## config.mk

```make
export PLATFORM = sky130hd
export DESIGN_NAME = id_hazard_scoreboard_flat
export DESIGN_NICKNAME = d
export VERILOG_FILES = /design/src/rtl/id_hazard_scoreboard_pkg.sv /design/src/rtl/id_hazard_scoreboard_if.sv /design/src/rtl/id_hazard_scoreboard_sat_counter.sv /design/src/rtl/id_hazard_scoreboard.sv /design/src/flat_wrapper.sv
export SDC_FILE = /design/constraint.sdc
export NUM_CORES = 1
export LEC_CHECK = 0
export BUFFER_PORTS_ARGS = -buffer_cell sky130_fd_sc_hd__buf_4
export CAP_MARGIN = 15
export CORE_MARGIN = 2
export CORE_UTILIZATION = 55
export CTS_BUF_LIST = sky130_fd_sc_hd__clkbuf_4
export DETAILED_ROUTE_END_ITERATION = 10
export HOLD_SLACK_MARGIN = 0.15
export MAX_ROUTING_LAYER = met4
export PLACE_DENSITY = 0.92
export SLEW_MARGIN = 15
export SYNTH_ARGS = -nofsm -noshare
export SYNTH_HDL_FRONTEND = slang
export SYNTH_SLANG_ARGS = --single-unit
```

## constraint.sdc

```tcl
create_clock -name clk -period 3.76 [get_ports clk]
set_clock_uncertainty 0.2 [all_clocks]
set_input_delay 0.752 -clock clk [delete_from_list [all_inputs] [get_ports clk]]
set_output_delay 0.752 -clock clk [all_outputs]
set_load 0.01 [all_outputs]
```

## src/rtl/id_hazard_scoreboard_pkg.sv

```systemverilog
// Shared pipeline definitions for the ID-stage RAW hazard scoreboard:
// register address width, opcodes, scoreboard entry layout and FSM states.
package id_hazard_scoreboard_pkg;

  localparam int REG_ADDR_W = 5;

  localparam logic [5:0] OP_NOP = 6'd0;
  localparam logic [5:0] OP_ADD = 6'd1;
  localparam logic [5:0] OP_SUB = 6'd3;
  localparam logic [5:0] OP_OR  = 6'd7;
  localparam logic [5:0] OP_ST  = 6'd37;
  localparam logic [5:0] OP_BNE = 6'd41;

  typedef struct packed {
    logic                  valid;
    logic [REG_ADDR_W-1:0] dest;
  } sb_entry_t;

  typedef enum logic {
    RUN   = 1'b0,
    STALL = 1'b1
  } state_t;

endpackage

```

## src/rtl/id_hazard_scoreboard_if.sv

```systemverilog
// ID-stage side of the hazard controller: decoded register fields and branch
// flush in, pipeline freeze/bubble controls out.
interface id_hazard_scoreboard_if;
  import id_hazard_scoreboard_pkg::*;

  logic                  id_valid;
  logic [REG_ADDR_W-1:0] src1;
  logic [REG_ADDR_W-1:0] src2;
  logic                  src2_used;
  logic [REG_ADDR_W-1:0] id_dest;
  logic                  id_wb_en;
  logic                  flush_in;
  logic                  freeze;
  logic                  bubble;

  modport master (
    output id_valid, src1, src2, src2_used, id_dest, id_wb_en, flush_in,
    input  freeze, bubble
  );

  modport slave (
    input  id_valid, src1, src2, src2_used, id_dest, id_wb_en, flush_in,
    output freeze, bubble
  );

endinterface

```

## src/rtl/id_hazard_scoreboard_sat_counter.sv

```systemverilog
// Saturating up-counter with synchronous reset; holds at all-ones.
module sat_counter #(
  parameter int WIDTH = 16
) (
  input  logic             clk,
  input  logic             rst,
  input  logic             inc,
  output logic [WIDTH-1:0] count
);

  always_ff @(posedge clk) begin
    if (rst) begin
      count <= '0;
    end else if (inc && (count != '1)) begin
      count <= count + 1'b1;
    end
  end

endmodule

```

## src/rtl/id_hazard_scoreboard.sv

```systemverilog
// RAW hazard controller beside ID: tracks EXE/MEM destinations, freezes IF/ID
// and bubbles ID/EX while ID reads a pending register; keeps stall statistics.
module id_hazard_scoreboard
  import id_hazard_scoreboard_pkg::*;
#(
  parameter int TRACK_DEPTH = 2,
  parameter int CNT_W       = 16
) (
  input  logic                   clk,
  input  logic                   rst,
  id_hazard_scoreboard_if.slave  bus,
  output logic                   stalled,
  output logic [CNT_W-1:0]       stall_cycles,
  output logic [CNT_W-1:0]       stall_events
);

  sb_entry_t              ent [TRACK_DEPTH];
  logic [TRACK_DEPTH-1:0] hit;
  logic                   hz;
  logic                   issue;
  state_t                 state;

  genvar g;
  generate
    for (g = 0; g < TRACK_DEPTH; g++) begin : g_cmp
      assign hit[g] = ent[g].valid &
                      ((ent[g].dest == bus.src1) |
                       (bus.src2_used & (ent[g].dest == bus.src2)));
    end
  endgenerate

  // r0 is never entered, so a zero source can never match a valid entry.
  assign hz         = bus.id_valid & (|hit);
  assign bus.freeze = hz & ~bus.flush_in;
  assign bus.bubble = bus.freeze | bus.flush_in;
  assign issue      = bus.id_valid & bus.id_wb_en & (bus.id_dest != '0) &
                      ~bus.freeze & ~bus.flush_in;

  // The array shifts every cycle; a stalled or flushed slot enters as invalid.
  always_ff @(posedge clk) begin
    if (rst) begin
      for (int i = 0; i < TRACK_DEPTH; i++) begin
        ent[i] <= '0;
      end
    end else begin
      ent[0] <= '{valid: issue, dest: bus.id_dest};
      for (int i = 1; i < TRACK_DEPTH; i++) begin
        ent[i] <= ent[i-1];
      end
    end
  end

  always_ff @(posedge clk) begin
    if (rst) begin
      state   <= RUN;
      stalled <= 1'b0;
    end else begin
      case (state)
        RUN: begin
          if (bus.freeze) begin
            state   <= STALL;
            stalled <= 1'b1;
          end
        end
        STALL: begin
          if (!bus.freeze) begin
            state   <= RUN;
            stalled <= 1'b0;
          end
        end
        default: begin
          state   <= RUN;
          stalled <= 1'b0;
        end
      endcase
    end
  end

  sat_counter #(.WIDTH(CNT_W)) u_cycles (
    .clk   (clk),
    .rst   (rst),
    .inc   (bus.freeze),
    .count (stall_cycles)
  );

  sat_counter #(.WIDTH(CNT_W)) u_events (
    .clk   (clk),
    .rst   (rst),
    .inc   (bus.freeze & (state == RUN)),
    .count (stall_events)
  );

endmodule

```

## src/flat_wrapper.sv

```systemverilog
// flat-port wrapper written by rule: the top's interface ports become plain ports
module id_hazard_scoreboard_flat import id_hazard_scoreboard_pkg::*;
#(
  parameter int TRACK_DEPTH = 2,
  parameter int CNT_W       = 16
)
  (clk, rst, stalled, stall_cycles, stall_events, bus_id_valid, bus_src1, bus_src2, bus_src2_used, bus_id_dest, bus_id_wb_en, bus_flush_in, bus_freeze, bus_bubble);
  id_hazard_scoreboard_if bus_i ();
  input  logic clk;
  input  logic rst;
  output logic stalled;
  output logic [CNT_W-1:0] stall_cycles;
  output logic [CNT_W-1:0] stall_events;
  input wire logic [$bits(bus_i.id_valid)-1:0] bus_id_valid;
  input wire logic [$bits(bus_i.src1)-1:0] bus_src1;
  input wire logic [$bits(bus_i.src2)-1:0] bus_src2;
  input wire logic [$bits(bus_i.src2_used)-1:0] bus_src2_used;
  input wire logic [$bits(bus_i.id_dest)-1:0] bus_id_dest;
  input wire logic [$bits(bus_i.id_wb_en)-1:0] bus_id_wb_en;
  input wire logic [$bits(bus_i.flush_in)-1:0] bus_flush_in;
  output wire logic [$bits(bus_i.freeze)-1:0] bus_freeze;
  output wire logic [$bits(bus_i.bubble)-1:0] bus_bubble;
  assign bus_i.id_valid = bus_id_valid;
  assign bus_i.src1 = bus_src1;
  assign bus_i.src2 = bus_src2;
  assign bus_i.src2_used = bus_src2_used;
  assign bus_i.id_dest = bus_id_dest;
  assign bus_i.id_wb_en = bus_id_wb_en;
  assign bus_i.flush_in = bus_flush_in;
  assign bus_freeze = bus_i.freeze;
  assign bus_bubble = bus_i.bubble;
  id_hazard_scoreboard #(.TRACK_DEPTH(TRACK_DEPTH), .CNT_W(CNT_W)) u_core (.clk(clk), .rst(rst), .bus(bus_i), .stalled(stalled), .stall_cycles(stall_cycles), .stall_events(stall_events));
endmodule
```

==> impl_metrics.csv, run 1 <==
group,metric,value,unit
run_status,outcome,"complete, no violations",
yosys,ys_seq_area_share,40.0,%
yosys,yosysUniqueCellTypes,42,
sta,setup_violations,0,
yosys,syn_inst,264,
yosys,synth_top_area_cell,"dfxtp_1",
critical_path,cp.arrival,3.24,ns
floorplan,die_y,68.7,um
detailed_routing,first_iter_violations,125,
placement,hpwl,3970,um
placement,port_buffers,55,
run,drv_cap,0,
global_route,grt_pass1_wl,9420,um
detailed_routing,postRouteAntennaNets,0,
clock_tree,h-tree-depth,2,
yosys,synth_edf_count,0,
placement,gp_congestion,0.962,
sta,period_minus_slack,3.15,ns
clock_tree,numCtsBuffers,5,
detailed_routing,drtPass1Iterations,4,
finish,layout-drive-gt1-share,22.8,%
critical_path,cp-end-kind,"flop",
finish,n_fill_cell,323,
power_and_ir_drop,p_switching,0.204,mW
critical_path,r2r.worst_path.cells,11,
yosys,synthArstFlopShare,0,%
power_and_ir_drop,swShare,23.6,%
yosys,syn-cell-area,2300,um2
sta,fmax,318,MHz
hold_path,hold_depth,1,
sta,hold_slack,0.317,ns
clock_tree,cts_tree,"built",
sta,worst_pin_slew,0.667,ns
yosys,yosys_warnings,0,
clock_tree,clock_path_buffers,2,
power_and_ir_drop,leakage,1.10,nW
placement,place_area,2750,um2
global_route,grt_overflow_total,0,
yosys,ys.flop_type,"dfxtp_1",
clock_tree,hold_buffers,0,
power_and_ir_drop,internal-power,0.663,mW
yosys,yosysTopAreaCellShare,40.0,%
yosys,synth_area_per_cell,8.71,um2
detailed_routing,wl_per_cell,14.7,um
sta,maxSlewViolCount,0,
clock_tree,post_cts_buffers,0,
global_route,grt_pass1_vias,2101,
floorplan,std_cell_rows,23,
detailed_routing,num_vias,2149,
critical_path,required,3.86,ns
sta,tns,0,ns
global_route,grtUsageTotal,27.3,%
yosys,synthTopCellsByArea,"dfxtp_1, xor2_1, nor2_1",
power_and_ir_drop,clkPwrFrac,35.6,%
finish,stdcell_area,2830,um2
sta,finalCritPeriodShare,83.7,%
detailed_routing,drt_wl_total,5440,um
finish,antenna_cells,0,
floorplan,fp.dieW,68.7,um
critical_path,crit_type,"in2reg",
global_route,antenna_found_initial,0,
global_route,grt_max_degree,49,
clock_tree,postCtsResizedCells,0,
hold_path,min_path_type,"reg2reg",
power_and_ir_drop,power_density,306,nW/um2
yosys,ys_ff_latch,46,
floorplan,core-area,4000,um2
critical_path,critPathMaxFanout,4,
clock_tree,clock_sinks,46,
critical_path,start_kind,"primary input",
finish,area_delta_synth_final,23.1,%
floorplan,pin_count,56,
yosys,synth_fp_nets,288,
clock_tree,cts_root_buf,"clkbuf_4",
detailed_routing,drc,0,
floorplan,die_area,4710,um2
finish,layout_common_cells,"buf_4, dfxtp_1, xor2_1, nor2_1, nand2_1",
finish,final_common_cell,"buf_4",
power_and_ir_drop,sequentialPowerShare,57.5,%
sta,grt_setup_unrepaired,"false",
clock_tree,path_clk_slew,0.14,ns
floorplan,initial_core_util,57.5,%
sta,slew_headroom,55.4,%
detailed_routing,vias_per_cell,5.81,
power_and_ir_drop,p_comb_share,6.8,%
sta,hold_viol,0,
clock_tree,clkLatencyLatePin,0.37,ns
power_and_ir_drop,peakVddDrop,0.191,mV
finish,nets,343,
## metal layers
metal / track usage, % / part of all wire (%) / vias to the layer above
met2: 45.0 / 50 / 71
met3: 6.66 / 5.1 / 16
met4: 11.3 / 2.5 / 0
met1: 31.8 / 43 / 995
met5: - / 0 / -
li1: - / - / 1067
## logic make-up after synthesis
logic type / after synthesis / synth area share [%]
xor gates and xnor gates: 32 / 12.2
muxes: 6 / 2.77
and+or+nand+nor: 127 / 30.2
buffers and inverters: 16 / 3.16
AOI/OAI and AO/OA: 34 / 10.0
adders and majority gates: 3 / 1.63
DFF: 46 / 40.0
## path summary, 6_finish.rpt
check,slack [ns],start,endpoint
worst max register to register,0.72,u_core.ent[0][4],u_core.u_events.count[15]
worst min register to register,0.32,u_core.ent[0][1],u_core.ent[0][7]
worst min-delay path,0.32,u_core.ent[0][1],u_core.ent[0][7]
worst max-delay path,0.61,bus_src2[4],u_core.u_events.count[15]
## worst max-delay path, stage by stage
cell and delay, ns:
buf_4 0.12, xor2_1 0.13, nor4_1 0.31, nand4_1 0.16
a41oi_1 0.31, ha_1 0.25, and3_1 0.22, and2_1 0.15
nor2b_1 0.21, nand3_1 0.15, or3_1 0.33, a21oi_1 0.15
## synth_stat cells (all sizes together), types with 3 or more instances
| cell | number |
|---|---|
| or4 | 5 |
| or3 | 8 |
| a21oi | 13 |
| xnor2 | 7 |
| nand2 | 17 |
| mux2i | 3 |
| buf | 3 |
| nor3 | 9 |
| nor2 | 25 |
| nor4 | 11 |
| dfxtp | 46 |
| nand4 | 13 |
| o31ai | 4 |
| o41ai | 3 |
| o21ai | 4 |
| ha | 3 |
| inv | 6 |
| and3 | 3 |
| clkbuf | 7 |
| xor2 | 25 |
| nor2b | 14 |
| nand3 | 12 |
| mux2 | 3 |
## flip-flops by register name, summed over array words and instances (netlist names)
name	count
u_core.state	1
u_core.ent	12
u_core.stalled	1
u_core.u_cycles.count	16
u_core.u_events.count	16
## cell type report
cell class                      instances  area [um2]  share of cell area, %
Multi-Input combinational cell        202        1310                   46.2
Sequential cell                        46         921                   32.5
Timing Repair Buffer                   58         435                   15.4
Tap cell                               50        62.6                   2.21
Clock inverter                          3        45.0                   1.59
Clock buffer                            5        37.5                   1.33
Inverter                                6        22.5                  0.796
## power groups by stage
stage | logic [mW] | registers (mW) | clock network [mW]
4_1_cts | 0.0595 | 0.499 | 0.311
3_5_place_dp | 0.0594 | 0.509 | 0
2_1_floorplan | 0.0312 | 0.508 | 0
6_report | 0.0593 | 0.499 | 0.309
5_1_grt | 0.0656 | 0.500 | 0.332
3_3_place_gp | 0.0570 | 0.509 | 0
## stage by stage
step / total power, mW / util [%] / instances / worst slack [ns]
2_1_floorplan: 0.539 / - / 264 / 0.361
3_3_place_gp: 0.566 / 68.7 / 362 / 0.335
3_5_place_dp: 0.569 / 68.7 / 362 / 0.219
4_1_cts: 0.869 / 70.8 / 370 / 0.596
5_1_grt: 0.898 / 70.8 / 370 / 0.311
6_report: 0.867 / 70.8 / 370 / 0.611
(Power assumes the default switching activity.)
==> inputs of run 2 (changes only) <==
--- a/config.mk
+++ b/config.mk
@@ -5,15 +5,16 @@
 export SDC_FILE = /design/constraint.sdc
 export NUM_CORES = 1
 export LEC_CHECK = 0
+export ABC_AREA = 1
 export BUFFER_PORTS_ARGS = -buffer_cell sky130_fd_sc_hd__buf_4
 export CAP_MARGIN = 15
 export CORE_MARGIN = 2
-export CORE_UTILIZATION = 55
+export CORE_UTILIZATION = 51
 export CTS_BUF_LIST = sky130_fd_sc_hd__clkbuf_4
 export DETAILED_ROUTE_END_ITERATION = 10
 export HOLD_SLACK_MARGIN = 0.15
 export MAX_ROUTING_LAYER = met4
-export PLACE_DENSITY = 0.92
+export PLACE_DENSITY = 0.88
 export SLEW_MARGIN = 15
 export SYNTH_ARGS = -nofsm -noshare
 export SYNTH_HDL_FRONTEND = slang
==> constraint.sdc (replaced) <==
create_clock -name clk -period 2.5 [get_ports clk]
set_clock_uncertainty 0.2 [all_clocks]
set_input_delay 0.5 -clock clk [delete_from_list [all_inputs] [get_ports clk]]
set_output_delay 0.5 -clock clk [all_outputs]
set_load 0.01 [all_outputs]
==> run 2 against run 1 <==
Non-clock buffer count rose by 7. Sequential power grew 50%. Hold slack worse by 0.15 ns. Sequential cell count unchanged. Critical path depth is the same. Via count increased by 28%. Global-route usage down 4.1 points. Clock-buffer cell count unchanged. Combinational power up 110%. Highest routed layer unchanged.
==> impl_metrics.csv, run 2 <==
group,metric,value,unit
sta,maxSlewViolCount,0,
global_route,antenna_found_initial,0,
critical_path,r2r-end,"u_core.u_events.count[6]",
hold_path,hold_depth,3,
floorplan,die_y,76.3,um
clock_tree,cts_tree,"built",
hold_path,min-delay-start,"bus_id_dest[4]",
hold_path,worst_hold_path.endpoint,"u_core.ent[0][4]",
global_route,grt_pass1_vias,2665,
detailed_routing,drc,0,
global_route,grt_pass1_wl,11000,um
critical_path,timing.critical_path.mode_cell,"nand2_1",
yosys,synth_top_area_cell,"dfxtp_1",
placement,gp_congestion,0.859,
critical_path,r2r_slack,0.14,ns
sta,hold_viol,0,
global_route,grt_overflow_total,0,
floorplan,die_area,5820,um2
critical_path,cp_top_family,"simple AND/OR/NAND/NOR gates",
run,drv_cap,0,
yosys,syn_inst,420,
finish,layout_common_cells,"nand2_1, nor2_1, inv_1",
global_route,grt_max_degree,21,
critical_path,crit_buf_inv,3,
detailed_routing,drtPass1Iterations,4,
yosys,synth_fp_nets,444,
critical_path,critPathSlowestCell,"dfxtp_2",
clock_tree,path_clk_slew,0.13,ns
sta,finalCritPeriodShare,96.2,%
finish,reg_top3,"u_core.u_cycles.count (16), u_core.u_events.count (16), u_core.ent (12)",
critical_path,start_kind,"flop",
clock_tree,h-tree-depth,2,
critical_path,cpPeakStageDelay,0.36,ns
floorplan,core-area,5070,um2
hold_path,min_path_type,"in2reg",
critical_path,r2r.worst_path.cells,16,
floorplan,fp.dieW,76.3,um
finish,antenna_cells,0,
sta,tns,0,ns
yosys,syn-cell-area,2670,um2
critical_path,required,1.80,ns
sta,slew_headroom,76.4,%
critical_path,path_cells,"inv_1, nand2_1, nand2_1, nor2_1, nand3_1, nand2_1, nand2_1, nand2_4, nand2_4, nor2_4, buf_6, buf_6",
yosys,ys.flop_type,"dfxtp_1",
critical_path,crit_type,"reg2out",
yosys,synth_edf_count,0,
global_route,grtUsageTotal,23.2,%
clock_tree,cts_root_buf,"clkbuf_4",
yosys,yosysUniqueCellTypes,38,
clock_tree,clock_sinks,46,
yosys,yosysTopAreaCellShare,34.5,%
detailed_routing,vias_per_cell,4.95,
clock_tree,numCtsBuffers,5,
floorplan,std_cell_rows,26,
critical_path,r2r-start,"u_core.ent[0][8]",
placement,port_buffers,55,
critical_path,critPathMaxFanout,3,
yosys,ys_top_cells_by_count,"nand2_1, nor2_1, inv_1",
yosys,synthTopCellsByArea,"dfxtp_1, nand2_1, nor2_1",
finish,area_delta_synth_final,25.3,%
finish,n_fill_cell,459,
yosys,synth_most_common_cell,"nand2_1",
sta,period_minus_slack,2.40,ns
floorplan,pin_count,56,
yosys,ys_seq_area_share,34.5,%
sta,fmax,416,MHz
detailed_routing,drt_wl_total,6260,um
clock_tree,clock_path_buffers,2,
detailed_routing,wl_per_cell,11.2,um
power_and_ir_drop,power_density,424,nW/um2
finish,final_common_cell,"nand2_1",
critical_path,cp-end-kind,"output pin",
sta,setup_violations,0,
detailed_routing,postRouteAntennaNets,0,
critical_path,cp.arrival,1.70,ns
run_status,outcome,"complete, no violations",
finish,fin_cells,557,
finish,nets,510,
clock_tree,clkLatencyLatePin,0.35,ns
floorplan,initial_core_util,52.5,%
placement,hpwl,4790,um
yosys,synth_area_per_cell,6.35,um2
yosys,yosys_warnings,0,
power_and_ir_drop,peakVddDrop,0.254,mV
placement,dp_cells,543,
yosys,synthArstFlopShare,0,%
detailed_routing,num_vias,2758,
finish,layout-drive-gt1-share,23.0,%
yosys,ys_ff_latch,46,
power_and_ir_drop,leakage,1.56,nW
sta,worst_pin_slew,0.350,ns
detailed_routing,first_iter_violations,136,
-- run 2: cell types whose count changed after synthesis, sizes merged, moves of 12 or more --
cell | before | now
inv | 6 | 77
nand2 | 17 | 115
nor2 | 25 | 86
nor2b | 14 | 0
o21ai | 4 | 16
xor2 | 25 | 4
-- run 2: cell families (layout without fill, tap and decap cells) --
| logic type | Yosys count | in the layout | synth area share (%) |
|---|---|---|---|
| simple gates | 248 | 248 | 42.5 |
| buf+inv | 84 | 151 | 12.7 |
| flops | 46 | 46 | 34.5 |
| compound gates | 33 | 33 | 6.90 |
| xor+xnor | 6 | 6 | 1.97 |
| fa+ha+maj | 3 | 3 | 1.41 |
-- run 2: per-layer routing --
metal  up-vias  wire (um)  part of all wire, %  track usage [%]
li1       1428          -                    -                -
met1      1242       2690                   43             26.1
met2        73       3150                   50             41.2
met3        15        281                  4.5             4.38
met4         0        144                  2.3             8.00
met5         -          0                    0                -
-- run 2: metrics by stage --
stage                     instance area [um2]  hold WS (ns)  total power, mW  utilization [%]  setup slack, ns
final                                    3340         0.162             1.42             65.9           0.0960
after global routing                     3340         0.175             1.47             65.9          -0.0122
after CTS                                3290         0.154             1.43             64.9           0.0290
after detailed placement                 3150         0.239            0.880             62.1           -0.156
after global placement                   3150         0.225            0.876             62.1          -0.0141
after floorplan                          2670         0.215            0.832                -            0.146
-- run 2: cell type report --
class,instances,area (um2),share of cell area [%]
clock buffers,5,37.5,1.12
clock inverters,3,63.8,1.91
inverters,78,293,8.76
multi-input cells,290,1420,42.5
flip-flops and latches,46,933,27.9
well taps,70,87.6,2.62
repair buffers,65,505,15.1
-- run 2: worst max path at each step --
stage                                 from                   endpoint  cells after the start
after global routing      u_core.ent[0][4]                 bus_freeze                     12
after global placement         bus_src2[3]  u_core.u_events.count[11]                     17
after floorplan                bus_src2[3]  u_core.u_events.count[11]                     16
after detailed placement       bus_src2[0]  u_core.u_events.count[11]                     16
after CTS                 u_core.ent[0][4]                 bus_freeze                     12
final                     u_core.ent[0][8]                 bus_freeze                     12
-- run 2: worst register-to-register path, delay by kind of cell, from the launching register on --
family | cells | cell delay, ns
and+or+nand+nor | 11 | 1.09
DFF | 1 | 0.36
AOI/OAI and AO/OA | 2 | 0.26
adders and majority gates | 1 | 0.18
buffers and inverters | 2 | 0.17
-- run 2: report_power, final --
group          switching, mW  leakage (nW)  total (mW)  internal, mW
clock                  0.236        0.0528       0.544         0.308
combinational         0.0692          1.13       0.124        0.0547
sequential           0.00693         0.376       0.749         0.742
total                  0.312          1.56        1.42          1.11
-- run 2: what timing repair did --
action	in CTS	in global routing
setup endpoints to repair	1	12
gates cloned	0	0
pin swaps	0	7
hold buffers	4	0
gates resized for setup	1	15
setup buffers	0	2
hold endpoints to repair	4	0
==> inputs of run 3 (changes only) <==
--- a/config.mk
+++ b/config.mk
@@ -9,12 +9,12 @@
 export BUFFER_PORTS_ARGS = -buffer_cell sky130_fd_sc_hd__buf_4
 export CAP_MARGIN = 15
 export CORE_MARGIN = 2
-export CORE_UTILIZATION = 51
+export CORE_UTILIZATION = 55
 export CTS_BUF_LIST = sky130_fd_sc_hd__clkbuf_4
 export DETAILED_ROUTE_END_ITERATION = 10
 export HOLD_SLACK_MARGIN = 0.15
 export MAX_ROUTING_LAYER = met4
-export PLACE_DENSITY = 0.88
+export PLACE_DENSITY = 0.9
 export SLEW_MARGIN = 15
 export SYNTH_ARGS = -nofsm -noshare
 export SYNTH_HDL_FRONTEND = slang
==> constraint.sdc (replaced) <==
create_clock -name clk -period 3.09 [get_ports clk]
set_clock_uncertainty 0.2 [all_clocks]
set_input_delay 0.618 -clock clk [delete_from_list [all_inputs] [get_ports clk]]
set_output_delay 0.618 -clock clk [all_outputs]
set_load 0.01 [all_outputs]
==> run 3 against run 2 <==
First-iteration DRC count is 80% higher. Highest routed layer unchanged. Largest power group unchanged. Register-to-register slack better by 0.39 ns. Non-clock buffer count is 9 lower. Wire length is 2.0% lower. Global-route usage is 1.3 points higher. Power is 26% lower. Critical path depth is 1 lower.
==> impl_metrics.csv, run 3 (synthesis gave the netlist of run 2 again) <==
group,metric,value,unit
run_status,outcome,"complete, no violations",
clock_tree,path_clk_slew,0.12,ns
clock_tree,cts_tree,"built",
power_and_ir_drop,power_density,330,nW/um2
global_route,grt_max_degree,21,
global_route,antenna_found_initial,0,
hold_path,min-delay-start,"u_core.ent[0][5]",
floorplan,core-area,4690,um2
placement,gp_congestion,0.913,
sta,grt_setup_unrepaired,"false",
global_route,grt_pass1_wl,10100,um
global_route,grt_overflow_total,0,
power_and_ir_drop,clkPwrFrac,33.5,%
power_and_ir_drop,p_comb_share,8.9,%
detailed_routing,drc,0,
critical_path,cp-end-kind,"output pin",
floorplan,fp.dieW,73.6,um
clock_tree,numCtsBuffers,5,
sta,fmax,382,MHz
critical_path,start_kind,"flop",
floorplan,die_y,73.6,um
critical_path,cp.arrival,1.80,ns
global_route,grtUsageTotal,24.5,%
placement,hpwl,4700,um
clock_tree,cts_root_buf,"clkbuf_4",
detailed_routing,first_iter_violations,245,
power_and_ir_drop,swShare,23.6,%
sta,finalCritPeriodShare,84.6,%
global_route,grt_pass1_vias,2451,
hold_path,min_path_type,"reg2reg",
finish,final_common_cell,"nand2_1",
sta,tns,0,ns
sta,setup_violations,0,
detailed_routing,drt_wl_total,6140,um
hold_path,hold_depth,2,
finish,fin_cells,531,
clock_tree,hold_buffers,0,
clock_tree,post_cts_buffers,0,
clock_tree,clock_path_buffers,2,
critical_path,crit_type,"reg2out",
detailed_routing,drtPass1Iterations,4,
clock_tree,h-tree-depth,2,
floorplan,initial_core_util,56.8,%
placement,dp_cells,524,
sta,hold_viol,0,
detailed_routing,num_vias,2742,
clock_tree,clkLatencyLatePin,0.37,ns
sta,period_minus_slack,2.62,ns
critical_path,required,2.27,ns
clock_tree,postCtsResizedCells,0,
finish,area_delta_synth_final,19.2,%
power_and_ir_drop,leakage,1.49,nW
floorplan,die_area,5420,um2
sta,worst_pin_slew,0.374,ns
finish,n_fill_cell,418,
critical_path,r2r-start,"u_core.ent[0][0]",
sta,slew_headroom,75.1,%
power_and_ir_drop,sequentialPowerShare,57.7,%
floorplan,pin_count,56,
sta,maxSlewViolCount,0,
detailed_routing,wl_per_cell,11.6,um
detailed_routing,postRouteAntennaNets,0,
floorplan,std_cell_rows,25,
clock_tree,clock_sinks,46,
critical_path,r2r-end,"u_core.u_events.count[11]",
critical_path,r2r.worst_path.cells,16,
finish,layout_common_cells,"nand2_1, nor2_1, inv_1",
power_and_ir_drop,internal-power,0.802,mW
run,drv_cap,0,
detailed_routing,vias_per_cell,5.16,
finish,layout-drive-gt1-share,19.7,%
critical_path,critPathMaxFanout,9,
finish,antenna_cells,0,
power_and_ir_drop,p_switching,0.248,mW
critical_path,r2r_slack,0.53,ns
finish,nets,501,
power_and_ir_drop,peakVddDrop,0.190,mV
hold_path,worst_hold_path.endpoint,"u_core.ent[0][11]",
placement,port_buffers,55,
finish,reg_top3,"u_core.u_cycles.count (16), u_core.u_events.count (16), u_core.ent (12)",
==> run 3: changes by cell type in the layout (fill, tap and decap cells not counted), moves of 2 or more <==
cell,before,now
dfxtp_1,38,46
dfxtp_2,7,0
dlygate4sd3_1,4,0
buf_4,59,56
nand2_1,104,107
buf_6,2,0
nand2_2,9,7
==> run 3: worst max-delay path by stage <==
stage                           startpoint                         to  slack, ns  depth (start not counted)
after floorplan                bus_src2[3]  u_core.u_events.count[11]       0.62                         16
after global placement         bus_src2[1]  u_core.u_events.count[11]       0.29                         17
after detailed placement       bus_src2[4]  u_core.u_events.count[11]       0.24                         17
after CTS                 u_core.ent[0][0]                 bus_freeze       0.48                         11
after global routing      u_core.ent[0][0]  u_core.u_events.count[11]       0.18                         16
final                     u_core.ent[0][0]                 bus_freeze       0.47                         11
==> run 3: area by class of cell <==
cell class	count	area [um2]	share of cell area, %
Timing Repair Buffer	56	420	13.2
Clock buffer	5	37.5	1.18
Clock inverter	2	33.8	1.06
Tap cell	54	67.6	2.13
Sequential cell	46	921	29.0
Inverter	78	293	9.21
Multi-Input combinational cell	290	1410	44.2
==> run 3: power by group through the flow <==
stage | clock (mW) | combinational [mW] | sequential, mW
floorplan | 0 | 0.0551 | 0.618
global placement | 0 | 0.0907 | 0.618
detailed placement | 0 | 0.0928 | 0.619
CTS | 0.360 | 0.0933 | 0.606
global route | 0.379 | 0.104 | 0.607
finish | 0.351 | 0.0932 | 0.606
==> run 3: metrics by stage <==
stage	worst slack (ns)	power (mW)	utilization (%)	area, um2	hold WS, ns
after floorplan	0.618	0.673	-	2670	0.215
after global placement	0.288	0.709	66.2	3110	0.226
after detailed placement	0.240	0.712	66.2	3110	0.229
after CTS	0.475	1.06	67.8	3180	0.246
after global routing	0.181	1.09	67.8	3180	0.252
final	0.475	1.05	67.8	3180	0.244
==> run 3: layer usage <==
layer	wire [um]	part of all wire (%)	global-route usage, %
met5	0	0	-
met4	84	1.4	7.68
met3	435	7.1	5.76
met2	2930	48	40.3
met1	2690	44	29.6
==> run 3: critical path: stages, from the launching register on <==
cell     delay, ns
dfxtp_1       0.37
inv_1         0.08
nand2_1       0.07
nand2_1       0.05
nor2_1        0.11
nand3_1       0.09
nand2_1       0.08
nand2_2       0.06
nand2_4       0.14
nand2_1       0.12
nor2_4        0.13
buf_4         0.14
